===== config.mk =====
export PLATFORM = sky130hd
export DESIGN_NAME = warp_mem_arbiter
export DESIGN_NICKNAME = d
export VERILOG_FILES = /design/src/rtl/warp_mem_arbiter.sv
export SDC_FILE = /design/constraint.sdc
export NUM_CORES = 1
export LEC_CHECK = 0
export ABC_CLOCK_PERIOD_IN_PS = 2300
export BUFFER_PORTS_ARGS = -buffer_cell sky130_fd_sc_hd__buf_2
export CAP_MARGIN = 20
export CORE_AREA = 4 4 209 211
export DETAILED_ROUTE_END_ITERATION = 8
export DIE_AREA = 0 0 213 215
export PLACE_DENSITY = 0.48
export REMOVE_ABC_BUFFERS = 1
export SLEW_MARGIN = 15
export SYNTH_ARGS = -nofsm -noshare
export SYNTH_HDL_FRONTEND = slang
export SYNTH_SLANG_ARGS = --single-unit

===== constraint.sdc =====
create_clock -name i_clk -period 2.3 [get_ports i_clk]
set_input_delay 0.46 -clock i_clk [delete_from_list [all_inputs] [get_ports i_clk]]
set_output_delay 0.46 -clock i_clk [all_outputs]
set_load 0.02 [all_outputs]

===== src/rtl/warp_mem_arbiter.sv =====
// warp_mem_arbiter: shares one 64-bit memory port between instruction fetch and
// the load/store unit, with one outstanding transaction and bounded fetch starvation.
module warp_mem_arbiter #(
    parameter int STARVE_LIMIT = 4
) (
    input  logic        i_clk,
    input  logic        i_rst_n,

    input  logic        i_if_req,
    input  logic [63:0] i_if_addr,
    output logic [63:0] o_if_rdata,
    output logic        o_if_valid,
    input  logic        i_flush,

    input  logic        i_ls_req,
    input  logic [63:0] i_ls_addr,
    input  logic        i_ls_wen,
    input  logic [63:0] i_ls_wdata,
    input  logic [7:0]  i_ls_wmask,
    output logic [63:0] o_ls_rdata,
    output logic        o_ls_valid,

    output logic        o_mem_req,
    output logic [63:0] o_mem_addr,
    output logic        o_mem_wen,
    output logic [63:0] o_mem_wdata,
    output logic [7:0]  o_mem_wmask,
    input  logic [63:0] i_mem_rdata,
    input  logic        i_mem_valid
);

    typedef enum logic [1:0] {
        IDLE    = 2'd0,
        BUSY_IF = 2'd1,
        BUSY_LS = 2'd2
    } state_e;

    localparam logic [3:0] LIMIT = 4'(STARVE_LIMIT);

    state_e      state_q, state_d;
    logic [3:0]  starveCnt_q, starveCnt_d;
    logic        drop_q, drop_d;
    logic [63:0] memAddr_q, memAddr_d;
    logic        memWen_q, memWen_d;
    logic [63:0] memWdata_q, memWdata_d;
    logic [7:0]  memWmask_q, memWmask_d;
    logic        grantIf, grantLs;

    // LS normally wins a tie; fetch wins once it has been passed over LIMIT times.
    always_comb begin
        grantIf = 1'b0;
        grantLs = 1'b0;
        if (state_q == IDLE) begin
            if (i_if_req && (!i_ls_req || (starveCnt_q == LIMIT))) begin
                grantIf = 1'b1;
            end else if (i_ls_req) begin
                grantLs = 1'b1;
            end
        end
    end

    always_comb begin
        state_d     = state_q;
        starveCnt_d = starveCnt_q;
        drop_d      = drop_q;
        memAddr_d   = memAddr_q;
        memWen_d    = memWen_q;
        memWdata_d  = memWdata_q;
        memWmask_d  = memWmask_q;
        case (state_q)
            IDLE: begin
                if (grantIf) begin
                    state_d     = BUSY_IF;
                    memAddr_d   = i_if_addr;
                    memWen_d    = 1'b0;
                    memWdata_d  = 64'd0;
                    memWmask_d  = 8'd0;
                    starveCnt_d = 4'd0;
                    drop_d      = i_flush;
                end else if (grantLs) begin
                    state_d    = BUSY_LS;
                    memAddr_d  = i_ls_addr;
                    memWen_d   = i_ls_wen;
                    memWdata_d = i_ls_wdata;
                    memWmask_d = i_ls_wmask;
                    if (i_if_req && (starveCnt_q < LIMIT)) begin
                        starveCnt_d = starveCnt_q + 4'd1;
                    end
                end
            end
            // A flushed fetch still completes on the memory side, only its strobe is hidden.
            BUSY_IF: begin
                if (i_mem_valid) begin
                    state_d = IDLE;
                    drop_d  = 1'b0;
                end else if (i_flush) begin
                    drop_d = 1'b1;
                end
            end
            BUSY_LS: begin
                if (i_mem_valid) begin
                    state_d = IDLE;
                end
            end
            default: begin
                state_d = IDLE;
            end
        endcase
    end

    always_ff @(posedge i_clk or negedge i_rst_n) begin
        if (!i_rst_n) begin
            state_q     <= IDLE;
            starveCnt_q <= 4'd0;
            drop_q      <= 1'b0;
            memAddr_q   <= 64'd0;
            memWen_q    <= 1'b0;
            memWdata_q  <= 64'd0;
            memWmask_q  <= 8'd0;
        end else begin
            state_q     <= state_d;
            starveCnt_q <= starveCnt_d;
            drop_q      <= drop_d;
            memAddr_q   <= memAddr_d;
            memWen_q    <= memWen_d;
            memWdata_q  <= memWdata_d;
            memWmask_q  <= memWmask_d;
        end
    end

    assign o_mem_req   = (state_q != IDLE);
    assign o_mem_addr  = memAddr_q;
    assign o_mem_wen   = memWen_q;
    assign o_mem_wdata = memWdata_q;
    assign o_mem_wmask = memWmask_q;

    assign o_if_rdata = i_mem_rdata;
    assign o_ls_rdata = i_mem_rdata;
    assign o_if_valid = i_mem_valid && (state_q == BUSY_IF) && !drop_q && !i_flush;
    assign o_ls_valid = i_mem_valid && (state_q == BUSY_LS);

endmodule


==> metrics.txt <==
first-pass GRT wire length 47.93 mm; n_diodes 0; hold path startpoint i_ls_wdata[54]; gr usage total 0.1511; critical path class reg -> out; Via density 4.174; first-pass iteration count of the detailed router 4; CTS tree built; fmax 0.4854 GHz; max_slew headroom 0.7258; hold path depth 2; unrepaired setup endpoints after global routing false; total of max-cap violations 0; via count 6,036; worst-skew pair later-pin latency between 0.4 and 0.5 ns; Critical R2R Capture o_mem_wdata[2]$_DFFE_PN0P_; number of flops mapped to enable cells by yosys 0; Port Buffer Count 346; Synth top area share 0.5288; cells on worst reg2reg path 6; Setup Buffers After CTS 0; CP delay by family, top flip-flops; Final ANT Viol Nets 0; H-tree depth 4; Reg-to-Reg Start state_q[0]$_DFFE_PN0P_; P per Cell Area 1581 nW/µm²; Hold EP o_mem_wdata[54]$_DFFE_PN0P_; Slowest-stage cell, CP dfrtp_1; layout cell share with drive strength beyond 1 0.4344; CORE AREA 41,760 µm²; vias in the first global route 6,050; final hold violations 0; Initial DRC Count 395; DRT Wirelength ~35 mm; DP HPWL 27.58 mm; Mapped Cells 688; Cell Area, Placed 8285 µm²; Cell Rows between 70 and 80; Synth Register Bits 144; initial antenna violation count 0; most frequent cell after synthesis dfrtp_1; Max IR drop VDD about 500 µV; top post-synthesis cells by area dfrtp_1, buf_4, a22o_1, a21oi_1, o21ai_1; Root Buffer clkbuf_16; sequential share of the synthesized area 0.5288; Arr. time, crit path 1.60 ns; Synth Area in Simple Gates 0.08263; Worst Max-Slew Pin Slew 0.4113 ns; fin. max-slew vios 0; CTS sink count around 140; Synth cell types 27; DRC viols 0; area delta synth->final 30.13%; Design Area, Final 8867 µm²; Levels on crit path 5; Async SR Flop Fraction 1.000; Die Area 45,800 µm²; largest net degree at the start of global routing 80; critical path launch point type flip-flop; main combinational cell family by area after synthesis compound AO/OA/AOI/OAI gates; Max Clock Skew 0.008807 ns; Synth Area in XOR/XNOR 0; crit path cell chain inv_1 > ha_1 > nand2_1 > nor3_1 > buf_2; Overflow after GRT 0; CTS buffer count 17; Max FO, Critical Path 3; fin util 0.2123; Final Cycle Share 0.8957; synth cell count leaders dfrtp_1, buf_4, a22o_1; r2r setup slk 0.34 ns; Syn. warnings 0; sum of negative setup slack 0 ns; CTS max path bufs 2; drt wl/cell about 25 µm; crit-path max cell delay between 0.3 and 0.4 ns; mux contribution to synthesized area 0.001653; io pins 539; layout net count 1,170; die height 215 µm; Hold/Removal Path Class in -> reg; Starting Density 0.1632; average size of a mapped cell 9.904 µm²; area of the mapped netlist approximately 6800 µm²; Buffers & Inverters on Critical Path 2; post-CTS sizing 0; outcome finished clean; top_reg_cell synth dfrtp_1; post-route minimum period 2.060 ns; final setup violating endpoints 0; Adder-Cell Fraction of Synth Area 0.009181; Clk pin slew, worst setup/hold paths approximately 0.070 ns; Horiz. Die Dim 213 µm; WP data required 1.84 ns; Lkg Pwr 0.004431 µW; Synth Area in Compound Gates 0.2024; GPL Wtd Cong 0.7521; Setup crit end kind output port; biggest area consumer among synthesized cells dfrtp_1
[cell usage in the layout, fill, tap and decap left out, drive strengths merged, types with 2 or more instances in the layout]
master,count
a211oi,2
a21oi,67
a22o,74
a31oi,2
and2,2
buf,358
bufinv,2
clkbuf,20
clkinv,4
clkinvlp,4
dfrtp,144
ha,5
inv,9
nand2,67
nor2,68
nor2b,2
o21ai,68
[registers in the layout, summed over array words and instances (netlist names)]
| signal | flops |
|---|---|
| drop_q | 1 |
| o_mem_wmask | 8 |
| o_mem_addr | 64 |
| state_q | 2 |
| starveCnt_q | 4 |
| o_mem_wen | 1 |
| o_mem_wdata | 64 |
[worst max path at each step]
| stage | startpoint | to | slack (ns) |
|---|---|---|---|
| after CTS | state_q[1]$_DFFE_PN0P_ | o_if_valid | 0.17 |
| after detailed placement | state_q[0]$_DFFE_PN0P_ | o_mem_wdata[2]$_DFFE_PN0P_ | 0.36 |
| after floorplan | i_ls_req | o_mem_wdata[0]$_DFFE_PN0P_ | -5.83 |
| after global placement | state_q[0]$_DFFE_PN0P_ | o_mem_addr[14]$_DFFE_PN0P_ | 0.40 |
| after global routing | state_q[1]$_DFFE_PN0P_ | o_if_valid | 0.07 |
| final | state_q[1]$_DFFE_PN0P_ | o_if_valid | 0.24 |
[power by group]
group,internal (µW),total (µW),switching (µW)
Combinational,2300,6720,4410
Clock,1600,2790,1190
Sequential,3810,4510,704
[final cells by class]
class / count / area (µm²)
inverters: 7 / 26.28
clock inverters: 12 / 135.1
repair buffers: 359 / 1951
well taps: 539 / 674.4
fillers: 4616 / 32890
multi-input cells: 365 / 2041
flip-flops and latches: 144 / 3603
clock buffers: 20 / 436.7
[worst reg2reg max path, cell delays in order, from the launching register on]
cell,delay [ns]
dfrtp_1,0.38
inv_1,0.10
ha_1,0.31
inv_2,0.13
a211oi_4,0.33
buf_12,0.32
a22o_1,0.32
[through the flow]
| stage | instances | hold WS [ns] | total power [µW] | setup WS [ns] |
|---|---|---|---|---|
| detailed placement | 1413 | 0.3641 | 11370 | 0.3638 |
| global placement | 1413 | 0.3647 | 11350 | 0.4035 |
| CTS | 1446 | 0.1537 | 14300 | 0.1669 |
| finish | 1446 | 0.2157 | 14020 | 0.2399 |
| global route | 1446 | 0.1851 | 15000 | 0.06881 |
| floorplan | 516 | 0.1644 | 8162 | -5.828 |
[logic make-up (layout without fill, tap and decap cells)]
family / Yosys count / count (layout)
AOI/OAI and AO/OA: 216 / 216
and+or+nand+nor: 143 / 143
muxes: 1 / 1
buffers and inverters: 179 / 398
DFF: 144 / 144
adders and majority gates: 5 / 5
[routing by layer]
| layer | share of wire | GRT usage | routed length (µm) |
|---|---|---|---|
| met1 | 0.40 | 0.1706 | 14220 |
| met2 | 0.38 | 0.1944 | 13530 |
| met3 | 0.20 | 0.1474 | 6993 |
| met4 | 0.012 | 0.03887 | 417 |
| met5 | 0.0082 | 0.07004 | 289 |
[what timing repair did]
item,in CTS,in global routing
setup endpoints to repair,0,0
hold endpoints to repair,28,0
hold buffers,1,0
Power figures use the tool's default switching activity.
